==> src/rtl/vrf_pkg.sv <==
// Shared definitions for the vector register file writeback path.
// Holds register index and vector types plus the round-robin wrap helper.
package vrf_pkg;

    localparam int VREG_IDX_W = 5;
    localparam int NUM_VREGS  = 32;
    localparam int VEC_WIDTH  = 16;
    localparam int GRANT_ID_W = 2;

    typedef logic [VREG_IDX_W-1:0] vreg_idx_t;
    typedef logic [VEC_WIDTH-1:0][VEC_WIDTH-1:0] vec_t;

    // Wraps idx (which is below 2*n) back into the range 0..n-1.
    function automatic int rr_wrap(input int idx, input int n);
        return (idx >= n) ? idx - n : idx;
    endfunction

endpackage

==> src/rtl/vrf_wb_arbiter_if.sv <==
// Bus bundle for vrf_wb_arbiter: writeback requests, register-file write
// port, and the destination reservation / hazard lookup port.
interface vrf_wb_arbiter_if #(
    parameter int WIDTH = 16,
    parameter int NREQ  = 2
);
    import vrf_pkg::*;

    logic [NREQ-1:0]                  req_valid;
    logic [NREQ-1:0]                  req_ready;
    vreg_idx_t [NREQ-1:0]             req_rd;
    logic [NREQ-1:0][WIDTH*WIDTH-1:0] req_wd;

    logic                             rf_wev;
    vreg_idx_t                        rf_rd;
    logic [WIDTH*WIDTH-1:0]           rf_wd;
    logic [GRANT_ID_W-1:0]            grant_id;

    logic                             issue_valid;
    vreg_idx_t                        issue_rd;
    logic                             issue_ready;
    vreg_idx_t                        rs1;
    vreg_idx_t                        rs2;
    vreg_idx_t                        rs3;
    logic                             hazard;

    // Requesters and decoder side.
    modport master (
        output req_valid, req_rd, req_wd, issue_valid, issue_rd, rs1, rs2, rs3,
        input  req_ready, rf_wev, rf_rd, rf_wd, grant_id, issue_ready, hazard
    );

    // Arbiter side.
    modport slave (
        input  req_valid, req_rd, req_wd, issue_valid, issue_rd, rs1, rs2, rs3,
        output req_ready, rf_wev, rf_rd, rf_wd, grant_id, issue_ready, hazard
    );

endinterface

==> src/rtl/vrf_wb_arbiter_rr.sv <==
// rr_arbiter: round-robin selector. The first requester at or after the
// pointer wins; the pointer moves to one past the winner after each grant.
// Grants are forced off while rst_n is low.
module rr_arbiter
    import vrf_pkg::*;
#(
    parameter int NREQ = 2
) (
    input  logic                  clk,
    input  logic                  rst_n,
    input  logic [NREQ-1:0]       req,
    output logic [NREQ-1:0]       grant,
    output logic [GRANT_ID_W-1:0] grant_idx,
    output logic                  grant_any
);

    logic [GRANT_ID_W-1:0] rr_ptr_reg;
    logic [GRANT_ID_W-1:0] rr_ptr_next;
    logic [GRANT_ID_W-1:0] sel_idx;
    logic                  sel_found;
    int                    cand;

    // Scan from the pointer; iterating from the far end lets the nearest valid requester win.
    always_comb begin
        sel_idx   = '0;
        sel_found = 1'b0;
        cand      = 0;
        for (int k = NREQ - 1; k >= 0; k--) begin
            cand = rr_wrap(int'(rr_ptr_reg) + k, NREQ);
            if (req[cand]) begin
                sel_found = 1'b1;
                sel_idx   = GRANT_ID_W'(cand);
            end
        end
    end

    generate
        for (genvar gi = 0; gi < NREQ; gi++) begin : gen_grant
            assign grant[gi] = rst_n & sel_found & (sel_idx == GRANT_ID_W'(gi));
        end
    endgenerate

    assign grant_any = rst_n & sel_found;
    assign grant_idx = sel_idx;

    // Next pointer: one past the winner on a grant, otherwise unchanged.
    always_comb begin
        rr_ptr_next = rr_ptr_reg;
        if (grant_any) begin
            rr_ptr_next = (sel_idx == GRANT_ID_W'(NREQ - 1)) ? '0 : sel_idx + 1'b1;
        end
    end

    // Pointer register.
    always_ff @(posedge clk) begin
        if (!rst_n) begin
            rr_ptr_reg <= '0;
        end else begin
            rr_ptr_reg <= rr_ptr_next;
        end
    end

endmodule

==> src/rtl/vrf_wb_arbiter.sv <==
// vrf_wb_arbiter: arbitrates NREQ vector writebacks onto one registered
// register-file write port (one cycle latency, one write per cycle).
// Optional destination scoreboard enabled by the macro
// VRF_WB_ARBITER_SCOREBOARD_EN; without it hazard=0 and issue_ready=1.
module vrf_wb_arbiter
    import vrf_pkg::*;
#(
    parameter int WIDTH = 16,
    parameter int NREQ  = 2
) (
    input  logic             clk,
    input  logic             rst_n,
    vrf_wb_arbiter_if.slave  bus
);

    logic [NREQ-1:0]        grant;
    logic [GRANT_ID_W-1:0]  grant_idx;
    logic                   grant_any;

    vreg_idx_t              sel_rd;
    logic [WIDTH*WIDTH-1:0] sel_wd;

    logic                   rf_wev_reg;
    vreg_idx_t              rf_rd_reg;
    logic [WIDTH*WIDTH-1:0] rf_wd_reg;
    logic [GRANT_ID_W-1:0]  grant_id_reg;

    rr_arbiter #(
        .NREQ (NREQ)
    ) u_rr_arbiter (
        .clk       (clk),
        .rst_n     (rst_n),
        .req       (bus.req_valid),
        .grant     (grant),
        .grant_idx (grant_idx),
        .grant_any (grant_any)
    );

    assign bus.req_ready = grant;

    // Route the winning requester's destination and data (grant is one-hot or zero).
    always_comb begin
        sel_rd = '0;
        sel_wd = '0;
        for (int i = 0; i < NREQ; i++) begin
            if (grant[i]) begin
                sel_rd = bus.req_rd[i];
                sel_wd = bus.req_wd[i];
            end
        end
    end

    // Register-file write port: capture the winner, otherwise pulse off and hold data.
    always_ff @(posedge clk) begin
        if (!rst_n) begin
            rf_wev_reg   <= 1'b0;
            rf_rd_reg    <= '0;
            rf_wd_reg    <= '0;
            grant_id_reg <= '0;
        end else if (grant_any) begin
            rf_wev_reg   <= 1'b1;
            rf_rd_reg    <= sel_rd;
            rf_wd_reg    <= sel_wd;
            grant_id_reg <= grant_idx;
        end else begin
            rf_wev_reg   <= 1'b0;
        end
    end

    assign bus.rf_wev   = rf_wev_reg;
    assign bus.rf_rd    = rf_rd_reg;
    assign bus.rf_wd    = rf_wd_reg;
    assign bus.grant_id = grant_id_reg;

`ifdef VRF_WB_ARBITER_SCOREBOARD_EN
    logic [NUM_VREGS-1:0] busy_reg;
    logic [NUM_VREGS-1:0] busy_next;
    logic                 issue_ready_w;
    logic                 issue_fire;

    assign issue_ready_w = ~busy_reg[bus.issue_rd];
    assign issue_fire    = bus.issue_valid & issue_ready_w;

    // Per register: a reservation sets, a visible write clears, and set beats clear.
    generate
        for (genvar gi = 0; gi < NUM_VREGS; gi++) begin : gen_busy
            assign busy_next[gi] = (issue_fire && (bus.issue_rd == VREG_IDX_W'(gi)))
                                 | (busy_reg[gi] & ~(rf_wev_reg && (rf_rd_reg == VREG_IDX_W'(gi))));
        end
    endgenerate

    // Busy bit register.
    always_ff @(posedge clk) begin
        if (!rst_n) begin
            busy_reg <= '0;
        end else begin
            busy_reg <= busy_next;
        end
    end

    assign bus.issue_ready = issue_ready_w;
    assign bus.hazard      = busy_reg[bus.rs1] | busy_reg[bus.rs2] | busy_reg[bus.rs3];
`else
    logic unused_sb_inputs;

    assign unused_sb_inputs = ^{bus.issue_valid, bus.issue_rd, bus.rs1, bus.rs2, bus.rs3};
    assign bus.issue_ready  = 1'b1;
    assign bus.hazard       = 1'b0;
`endif

endmodule

==> src/flat_wrapper.sv <==
// flat-port wrapper written by rule: the top's interface ports become plain ports
module vrf_wb_arbiter_flat import vrf_pkg::*;
#(
    parameter int WIDTH = 16,
    parameter int NREQ  = 2
)
  (clk, rst_n, bus_req_valid, bus_req_rd, bus_req_wd, bus_issue_valid, bus_issue_rd, bus_rs1, bus_rs2, bus_rs3, bus_req_ready, bus_rf_wev, bus_rf_rd, bus_rf_wd, bus_grant_id, bus_issue_ready, bus_hazard);
  vrf_wb_arbiter_if #(.WIDTH(WIDTH), .NREQ(NREQ)) bus_i ();
  input  logic clk;
  input  logic rst_n;
  input wire logic [$bits(bus_i.req_valid)-1:0] bus_req_valid;
  input wire logic [$bits(bus_i.req_rd)-1:0] bus_req_rd;
  input wire logic [$bits(bus_i.req_wd)-1:0] bus_req_wd;
  input wire logic [$bits(bus_i.issue_valid)-1:0] bus_issue_valid;
  input wire logic [$bits(bus_i.issue_rd)-1:0] bus_issue_rd;
  input wire logic [$bits(bus_i.rs1)-1:0] bus_rs1;
  input wire logic [$bits(bus_i.rs2)-1:0] bus_rs2;
  input wire logic [$bits(bus_i.rs3)-1:0] bus_rs3;
  output wire logic [$bits(bus_i.req_ready)-1:0] bus_req_ready;
  output wire logic [$bits(bus_i.rf_wev)-1:0] bus_rf_wev;
  output wire logic [$bits(bus_i.rf_rd)-1:0] bus_rf_rd;
  output wire logic [$bits(bus_i.rf_wd)-1:0] bus_rf_wd;
  output wire logic [$bits(bus_i.grant_id)-1:0] bus_grant_id;
  output wire logic [$bits(bus_i.issue_ready)-1:0] bus_issue_ready;
  output wire logic [$bits(bus_i.hazard)-1:0] bus_hazard;
  assign bus_i.req_valid = bus_req_valid;
  assign bus_i.req_rd = bus_req_rd;
  assign bus_i.req_wd = bus_req_wd;
  assign bus_i.issue_valid = bus_issue_valid;
  assign bus_i.issue_rd = bus_issue_rd;
  assign bus_i.rs1 = bus_rs1;
  assign bus_i.rs2 = bus_rs2;
  assign bus_i.rs3 = bus_rs3;
  assign bus_req_ready = bus_i.req_ready;
  assign bus_rf_wev = bus_i.rf_wev;
  assign bus_rf_rd = bus_i.rf_rd;
  assign bus_rf_wd = bus_i.rf_wd;
  assign bus_grant_id = bus_i.grant_id;
  assign bus_issue_ready = bus_i.issue_ready;
  assign bus_hazard = bus_i.hazard;
  vrf_wb_arbiter #(.WIDTH(WIDTH), .NREQ(NREQ)) u_core (.clk(clk), .rst_n(rst_n), .bus(bus_i));
endmodule
==> config.mk <==
export PLATFORM = sky130hd
export DESIGN_NAME = vrf_wb_arbiter_flat
export DESIGN_NICKNAME = d
export VERILOG_FILES = /design/src/rtl/vrf_pkg.sv /design/src/rtl/vrf_wb_arbiter_if.sv /design/src/rtl/vrf_wb_arbiter_rr.sv /design/src/rtl/vrf_wb_arbiter.sv /design/src/flat_wrapper.sv
export SDC_FILE = /design/constraint.sdc
export NUM_CORES = 1
export LEC_CHECK = 0
export CORE_AREA = 2 2 314 316
export CTS_CLUSTER_DIAMETER = 120
export DETAILED_ROUTE_END_ITERATION = 6
export DIE_AREA = 0 0 316 318
export PLACE_DENSITY_LB_ADDON = 0.08
export SYNTH_ARGS = -nofsm -noshare
export SYNTH_HDL_FRONTEND = slang
export SYNTH_SLANG_ARGS = --single-unit
==> constraint.sdc <==
create_clock -name clk -period 2.4 [get_ports clk]
set_input_delay 0.6 -clock clk [delete_from_list [all_inputs] [get_ports clk]]
set_output_delay 0.6 -clock clk [all_outputs]
set_load 0.03 [all_outputs]
==> run_summary.xml, run 1 <==
<?xml version="1.0" encoding="UTF-8"?>
<metrics>
  <group name="run_status">
    <metric name="status" unit="">finished, final reports clean</metric>
  </group>
  <group name="cts">
    <metric name="clk_transition_reported_paths" unit="ps">50</metric>
    <metric name="clock_path_buffers" unit="">3</metric>
    <metric name="cts.htree.levels" unit="">2</metric>
    <metric name="cts_tree" unit="">built</metric>
    <metric name="clkLatencyLatePin" unit="ps">590</metric>
    <metric name="cts_made_buffers" unit="">42</metric>
    <metric name="root_buffer" unit="">sky130_fd_sc_hd__clkbuf_16</metric>
    <metric name="post_cts_hold_buffer_count" unit="">0</metric>
    <metric name="cts.sink_count" unit="">266</metric>
  </group>
  <group name="grt">
    <metric name="groute.usage.overall" unit="">0.1484</metric>
    <metric name="wire_length_of_the_first_global_routing_pass" unit="µm">111900</metric>
    <metric name="via_count_of_the_first_global_routing_pass" unit="">16050</metric>
    <metric name="pin_count_of_the_biggest_net_entering_global_routing" unit="">92</metric>
    <metric name="grt_antenna_before_repair" unit="">18</metric>
    <metric name="overflow" unit="">0</metric>
  </group>
  <group name="route">
    <metric name="totalWireLength" unit="µm">77980</metric>
    <metric name="routed-via-count" unit="">15730</metric>
    <metric name="detail_route.first_pass.iterations" unit="">6</metric>
    <metric name="routed_wire_length_per_instance" unit="µm">21.89</metric>
    <metric name="drc" unit="">0</metric>
    <metric name="ant_nets" unit="">0</metric>
    <metric name="via_cell_ratio" unit="">4.416</metric>
    <metric name="initialDrtViolationCount" unit="">850</metric>
  </group>
  <group name="pwr">
    <metric name="p_int" unit="mW">10.86</metric>
    <metric name="power.switching" unit="mW">5.300</metric>
    <metric name="p_comb_frac" unit="">0.289</metric>
    <metric name="power.sequential.fraction" unit="">0.321</metric>
    <metric name="power_frac_clock" unit="">0.390</metric>
    <metric name="p_leak" unit="nW">7.911</metric>
    <metric name="pwr_density_cell" unit="mW/mm²">693.8</metric>
    <metric name="total_power" unit="mW">16.15</metric>
    <metric name="max-vdd-ir-drop" unit="µV">363.9</metric>
    <metric name="p_sw_frac" unit="">0.3281</metric>
  </group>
  <group name="timing">
    <metric name="rsz0062_at_grt" unit="">no</metric>
    <metric name="setup_skew_after_layout" unit="ps">11.05</metric>
    <metric name="fin_hold_ws" unit="ps">319.5</metric>
    <metric name="min_period_over_period" unit="">0.9653</metric>
    <metric name="setup-violations-final" unit="">0</metric>
    <metric name="post_route_setup_tns" unit="ps">0</metric>
    <metric name="tightestPinTransition" unit="ps">838.6</metric>
    <metric name="relSlewSlack" unit="">0.4409</metric>
    <metric name="final_critical_path_setup_slack" unit="ps">83.32</metric>
    <metric name="max_freq" unit="GHz">0.4317</metric>
    <metric name="timing.final.crit_period" unit="ps">2317</metric>
    <metric name="report.final.slew_viol_count" unit="">0</metric>
    <metric name="hold_viol_final" unit="">0</metric>
  </group>
  <group name="cells_and_area">
    <metric name="num-nets-final" unit="">2779</metric>
    <metric name="layout_commonest_cell" unit="">sky130_fd_sc_hd__clkdlybuf4s50_1</metric>
    <metric name="instances_no_fill" unit="">3562</metric>
    <metric name="final_cell_mix" unit="">sky130_fd_sc_hd__clkdlybuf4s50_1 (777), sky130_fd_sc_hd__dfxtp_1 (266), sky130_fd_sc_hd__a21oi_1 (262), sky130_fd_sc_hd__a31oi_1 (262)</metric>
    <metric name="area_growth_synth_to_finish" unit="%">86.13</metric>
    <metric name="largest_register_ffs" unit="">256</metric>
    <metric name="drive_gt1_frac" unit="">0.06059</metric>
    <metric name="final.fill_count" unit="">10640</metric>
  </group>
  <group name="floorplan">
    <metric name="floorplan.core_area" unit="mm²">0.09741</metric>
    <metric name="rows" unit="">115</metric>
    <metric name="starting_density_of_the_core" unit="">0.1284</metric>
    <metric name="dieWidth" unit="µm">316</metric>
    <metric name="floorplan.die.height" unit="µm">318</metric>
    <metric name="die_footprint" unit="mm²">0.1005</metric>
    <metric name="boundaryPins" unit="">815</metric>
  </group>
  <group name="critical_path">
    <metric name="cp_num_buf_inv" unit="">1</metric>
    <metric name="largest_stage_delay_worst_path" unit="ps">720</metric>
    <metric name="cp.required" unit="ps">1800</metric>
    <metric name="timing.critical_path.fanout_max" unit="">2</metric>
    <metric name="critPathTopFamily" unit="">buffers and inverters</metric>
    <metric name="cp_cell_sequence" unit="">clkdlybuf4s50_1</metric>
    <metric name="end_kind" unit="">output pin</metric>
    <metric name="worst_path_max_delay_cell" unit="">sky130_fd_sc_hd__clkdlybuf4s50_1</metric>
    <metric name="crit_path_start_kind" unit="">register</metric>
    <metric name="timing.critical_path.arrival" unit="ps">1720</metric>
    <metric name="worst-setup-path-type" unit="">reg2out</metric>
  </group>
  <group name="place">
    <metric name="dpl_worst_slack" unit="ps">346.0</metric>
    <metric name="port_buffers" unit="">791</metric>
    <metric name="dp.cells" unit="">3475</metric>
    <metric name="place.gp.congestion" unit="">0.7643</metric>
    <metric name="post-dp-hpwl" unit="µm">54180</metric>
  </group>
  <group name="worst_hold_path">
    <metric name="min-delay-path-class" unit="">in2reg</metric>
  </group>
  <group name="synthesis">
    <metric name="synth.ff_latch_count" unit="">266</metric>
    <metric name="post_synth_inst_count" unit="">1563</metric>
    <metric name="syn-num-nets" unit="">2110</metric>
    <metric name="yosys.cell_types.count" unit="">21</metric>
    <metric name="synth_area_per_cell" unit="µm²">8.004</metric>
    <metric name="synth.yosys.seq_area_share" unit="">0.4257</metric>
    <metric name="yosysWarnings" unit="">0</metric>
    <metric name="syn-cell-area" unit="mm²">0.01251</metric>
  </group>
  <group name="flow_run">
    <metric name="cap_violations" unit="">0</metric>
  </group>
</metrics>
[power by group through the flow]
stage	Combinational (mW)	Sequential, mW	Clock (mW)
final	4.66	5.19	6.30
after global routing	4.97	5.25	6.74
after CTS	4.73	5.20	6.60
after detailed placement	4.73	5.29	0
after global placement	4.74	5.27	0
after floorplan	1.23	6.22	0
[Yosys cell counts]
cell type,instances,area (µm²)
sky130_fd_sc_hd__a21oi_1,262,1311
sky130_fd_sc_hd__a31oi_1,262,1639
sky130_fd_sc_hd__and3_1,2,12.51
sky130_fd_sc_hd__and4b_1,1,10.01
sky130_fd_sc_hd__buf_1,34,127.6
sky130_fd_sc_hd__buf_2,100,500.5
sky130_fd_sc_hd__buf_4,7,52.55
sky130_fd_sc_hd__buf_6,20,225.2
sky130_fd_sc_hd__buf_8,1,15.01
sky130_fd_sc_hd__clkbuf_1,75,281.5
sky130_fd_sc_hd__conb_1,2,7.510
sky130_fd_sc_hd__dfxtp_1,266,5325
sky130_fd_sc_hd__nand2_1,1,3.750
sky130_fd_sc_hd__nand2b_1,1,6.260
sky130_fd_sc_hd__nand3_1,261,1306
sky130_fd_sc_hd__nand4_1,261,1633
sky130_fd_sc_hd__nor2b_1,3,18.77
sky130_fd_sc_hd__nor3b_1,1,7.510
sky130_fd_sc_hd__o211a_1,1,10.01
sky130_fd_sc_hd__o21a_1,1,7.510
sky130_fd_sc_hd__o21ai_2,1,8.760
[what timing repair did]
action	in CTS	in global routing
buffers inserted	0	0
gates resized for setup	9	0
endpoints found under the setup margin	9	0
[per-stage QoR]
stage            util  area [µm²]
6_report       0.2390       23280
5_1_grt        0.2389       23280
4_1_cts        0.2387       23250
3_5_place_dp   0.2248       21900
3_3_place_gp   0.2248       21900
2_1_floorplan       -       12510
[area by class of cell]
class | instances | area [µm²] | share of cell area
diodes | 14 | 35.03 | 0.001505
multi-input cells | 1060 | 6005 | 0.2579
repair buffers | 862 | 8950 | 0.3844
clock buffers | 66 | 1265 | 0.05433
flip-flops and latches | 266 | 5325 | 0.2287
well taps | 1287 | 1610 | 0.06916
clock inverters | 7 | 93.84 | 0.004030
[logic make-up (layout without fill, tap and decap cells)]
family | count (synthesis) | count (layout) | share of synthesized area
AOI/OAI and AO/OA | 527 | 527 | 0.2379
DFF | 266 | 266 | 0.4257
and+or+nand+nor | 531 | 531 | 0.2396
buffers and inverters | 237 | 935 | 0.09612
other | 2 | 16 | 0.0006003
[worst reg2reg max path, stage by stage, from the launching register on]
cell and delay (ps):
sky130_fd_sc_hd__dfxtp_1 350, sky130_fd_sc_hd__o21ai_4 250, sky130_fd_sc_hd__buf_12 250, sky130_fd_sc_hd__buf_4 350, sky130_fd_sc_hd__nand4_1 170, sky130_fd_sc_hd__a31oi_1 190
[worst paths after layout]
| kind | start | to | slack (ps) | depth (start not counted) |
|---|---|---|---|---|
| max | u_core.bus.rf_wd[189] | bus_rf_wd[189] | 80 | 1 |
| min | bus_req_valid[1] | u_core.bus.grant_id[1] | 320 | 2 |
| max reg2reg | u_core.u_rr_arbiter.rr_ptr_reg[1] | u_core.bus.rf_wd[22] | 750 | 5 |
| min reg2reg | u_core.bus.rf_wd[134] | u_core.bus.rf_wd[134] | 510 | 2 |
[per-layer routing]
metal  global-route usage  up-vias  wire length [µm]
met1               0.1635     7539             29990
met3              0.04624      126              6260
met4              0.06783        8              2758
met2               0.2584      587             38910
li1                     -     7470                 -
met5                    0        -                49
No activity file was read; power rests on OpenSTA's default activity.
==> run 2, diff against run 1 <==
- MAX_ROUTING_LAYER: not set -> met4
==> run_summary.xml, run 2 (same netlist as run 1, synthesis figures left out) <==
<?xml version="1.0" encoding="UTF-8"?>
<metrics>
  <group name="place">
    <metric name="port_buffers" unit="">791</metric>
    <metric name="place_area" unit="mm²">0.02190</metric>
    <metric name="dpl_worst_slack" unit="ps">346.0</metric>
    <metric name="post-dp-hpwl" unit="µm">54180</metric>
    <metric name="place.gp.congestion" unit="">0.7744</metric>
    <metric name="dp.cells" unit="">3475</metric>
  </group>
  <group name="critical_path">
    <metric name="cp.required" unit="ps">1800</metric>
    <metric name="crit_path_start_kind" unit="">register</metric>
    <metric name="timing.critical_path.arrival" unit="ps">1720</metric>
    <metric name="largest_stage_delay_worst_path" unit="ps">720</metric>
    <metric name="worst_path_max_delay_cell" unit="">sky130_fd_sc_hd__clkdlybuf4s50_1</metric>
    <metric name="cp_num_buf_inv" unit="">1</metric>
    <metric name="timing.critical_path.fanout_max" unit="">2</metric>
    <metric name="cp_cell_sequence" unit="">clkdlybuf4s50_1</metric>
    <metric name="end_kind" unit="">output pin</metric>
    <metric name="worst-setup-path-type" unit="">reg2out</metric>
    <metric name="critPathTopFamily" unit="">buffers and inverters</metric>
  </group>
  <group name="grt">
    <metric name="wire_length_of_the_first_global_routing_pass" unit="µm">111700</metric>
    <metric name="grt_antenna_before_repair" unit="">17</metric>
    <metric name="groute.usage.overall" unit="">0.1528</metric>
    <metric name="pin_count_of_the_biggest_net_entering_global_routing" unit="">92</metric>
    <metric name="overflow" unit="">0</metric>
    <metric name="via_count_of_the_first_global_routing_pass" unit="">16080</metric>
  </group>
  <group name="timing">
    <metric name="post_route_setup_tns" unit="ps">0</metric>
    <metric name="fin_hold_ws" unit="ps">319.4</metric>
    <metric name="rsz0062_at_grt" unit="">no</metric>
    <metric name="relSlewSlack" unit="">0.4396</metric>
    <metric name="timing.final.crit_period" unit="ps">2321</metric>
    <metric name="tightestPinTransition" unit="ps">840.6</metric>
    <metric name="report.final.slew_viol_count" unit="">0</metric>
    <metric name="hold_viol_final" unit="">0</metric>
    <metric name="setup-violations-final" unit="">0</metric>
    <metric name="max_freq" unit="GHz">0.4309</metric>
    <metric name="min_period_over_period" unit="">0.9670</metric>
    <metric name="final_critical_path_setup_slack" unit="ps">79.25</metric>
    <metric name="setup_skew_after_layout" unit="ps">13.18</metric>
  </group>
  <group name="cells_and_area">
    <metric name="num-nets-final" unit="">2779</metric>
    <metric name="drive_gt1_frac" unit="">0.06059</metric>
    <metric name="largest_register_ffs" unit="">256</metric>
    <metric name="area_growth_synth_to_finish" unit="%">86.17</metric>
    <metric name="final_cell_mix" unit="">sky130_fd_sc_hd__clkdlybuf4s50_1 (777), sky130_fd_sc_hd__dfxtp_1 (266), sky130_fd_sc_hd__a21oi_1 (262), sky130_fd_sc_hd__a31oi_1 (262)</metric>
    <metric name="final.fill_count" unit="">10640</metric>
    <metric name="instances_no_fill" unit="">3564</metric>
    <metric name="layout_commonest_cell" unit="">sky130_fd_sc_hd__clkdlybuf4s50_1</metric>
    <metric name="postLayoutCellArea" unit="mm²">0.02329</metric>
    <metric name="finalCoreUtilization" unit="">0.2391</metric>
  </group>
  <group name="cts">
    <metric name="root_buffer" unit="">sky130_fd_sc_hd__clkbuf_16</metric>
    <metric name="cts.htree.levels" unit="">2</metric>
    <metric name="clk_transition_reported_paths" unit="ps">60</metric>
    <metric name="cts.sink_count" unit="">266</metric>
    <metric name="clock_path_buffers" unit="">3</metric>
    <metric name="cts_made_buffers" unit="">42</metric>
    <metric name="clkLatencyLatePin" unit="ps">590</metric>
    <metric name="cts_tree" unit="">built</metric>
  </group>
  <group name="pwr">
    <metric name="p_leak" unit="nW">7.911</metric>
    <metric name="power.switching" unit="mW">5.302</metric>
    <metric name="max-vdd-ir-drop" unit="µV">365.6</metric>
    <metric name="p_sw_frac" unit="">0.3282</metric>
    <metric name="total_power" unit="mW">16.16</metric>
    <metric name="power.sequential.fraction" unit="">0.321</metric>
    <metric name="pwr_density_cell" unit="mW/mm²">693.8</metric>
    <metric name="power_frac_clock" unit="">0.390</metric>
    <metric name="p_int" unit="mW">10.85</metric>
    <metric name="p_comb_frac" unit="">0.289</metric>
  </group>
  <group name="floorplan">
    <metric name="die_footprint" unit="mm²">0.1005</metric>
    <metric name="floorplan.die.height" unit="µm">318</metric>
    <metric name="boundaryPins" unit="">815</metric>
    <metric name="starting_density_of_the_core" unit="">0.1284</metric>
    <metric name="rows" unit="">115</metric>
    <metric name="dieWidth" unit="µm">316</metric>
    <metric name="floorplan.core_area" unit="mm²">0.09741</metric>
  </group>
  <group name="route">
    <metric name="detail_route.first_pass.iterations" unit="">5</metric>
    <metric name="via_cell_ratio" unit="">4.425</metric>
    <metric name="ant_nets" unit="">0</metric>
    <metric name="routed_wire_length_per_instance" unit="µm">21.92</metric>
    <metric name="initialDrtViolationCount" unit="">881</metric>
    <metric name="totalWireLength" unit="µm">78110</metric>
    <metric name="routed-via-count" unit="">15770</metric>
    <metric name="drc" unit="">0</metric>
  </group>
  <group name="run_status">
    <metric name="status" unit="">finished, final reports clean</metric>
  </group>
  <group name="worst_hold_path">
    <metric name="min-delay-path-class" unit="">in2reg</metric>
  </group>
  <group name="flow_run">
    <metric name="cap_violations" unit="">0</metric>
  </group>
</metrics>
[run 2: changes by cell type in the layout (fill, tap and decap cells not counted), sizes merged]
cell   delta
diode     +2
[run 2: layer usage]
layer | vias to the layer above | global-route usage | part of all wire | routed length (µm)
met5 | - | - | 0 | 0
met4 | 0 | 0.06846 | 0.035 | 2710
met3 | 116 | 0.04141 | 0.073 | 5740
met2 | 570 | 0.2580 | 0.50 | 38850
met1 | 7609 | 0.1666 | 0.39 | 30810
li1 | 7476 | - | - | -
[run 2: what timing repair did]
item                                    in CTS  in global routing
hold buffers                                 0                  0
gates resized for setup                      9                  0
endpoints found under the setup margin       9                  0
setup buffers                                0                  0
[run 2: cell type report]
type                       count  area, µm²  area share
antenna                       16      40.04    0.001719
clock buffer                  66       1265     0.05432
clock inverter                 7      93.84    0.004029
multi-input combinational   1060       6005      0.2578
sequential                   266       5325      0.2287
tap                         1287       1610     0.06914
timing repair buffer         862       8950      0.3843
[run 2: final timing paths]
check | startpoint | endpoint | slack [ps] | cells past startpoint
hold reg to reg | u_core.bus.rf_wd[134] | u_core.bus.rf_wd[134] | 510 | 2
hold / removal | bus_req_valid[1] | u_core.bus.grant_id[1] | 320 | 2
setup / recovery | u_core.bus.rf_wd[189] | bus_rf_wd[189] | 80 | 1
setup reg to reg | u_core.u_rr_arbiter.rr_ptr_reg[1] | u_core.bus.rf_wd[18] | 750 | 5
[run 2: power by group through the flow]
stage | Sequential [mW] | Clock (mW) | Combinational (mW)
finish | 5.19 | 6.30 | 4.67
detailed placement | 5.29 | 0 | 4.73
global placement | 5.27 | 0 | 4.74
CTS | 5.20 | 6.60 | 4.73
floorplan | 6.22 | 0 | 1.23
global route | 5.25 | 6.73 | 4.97
==> run 3, diff against run 2 <==
- MAX_ROUTING_LAYER: met4 -> not set
==> results of run 3 <==
The final DEF is identical to that of run 1; final timing and power are the same.
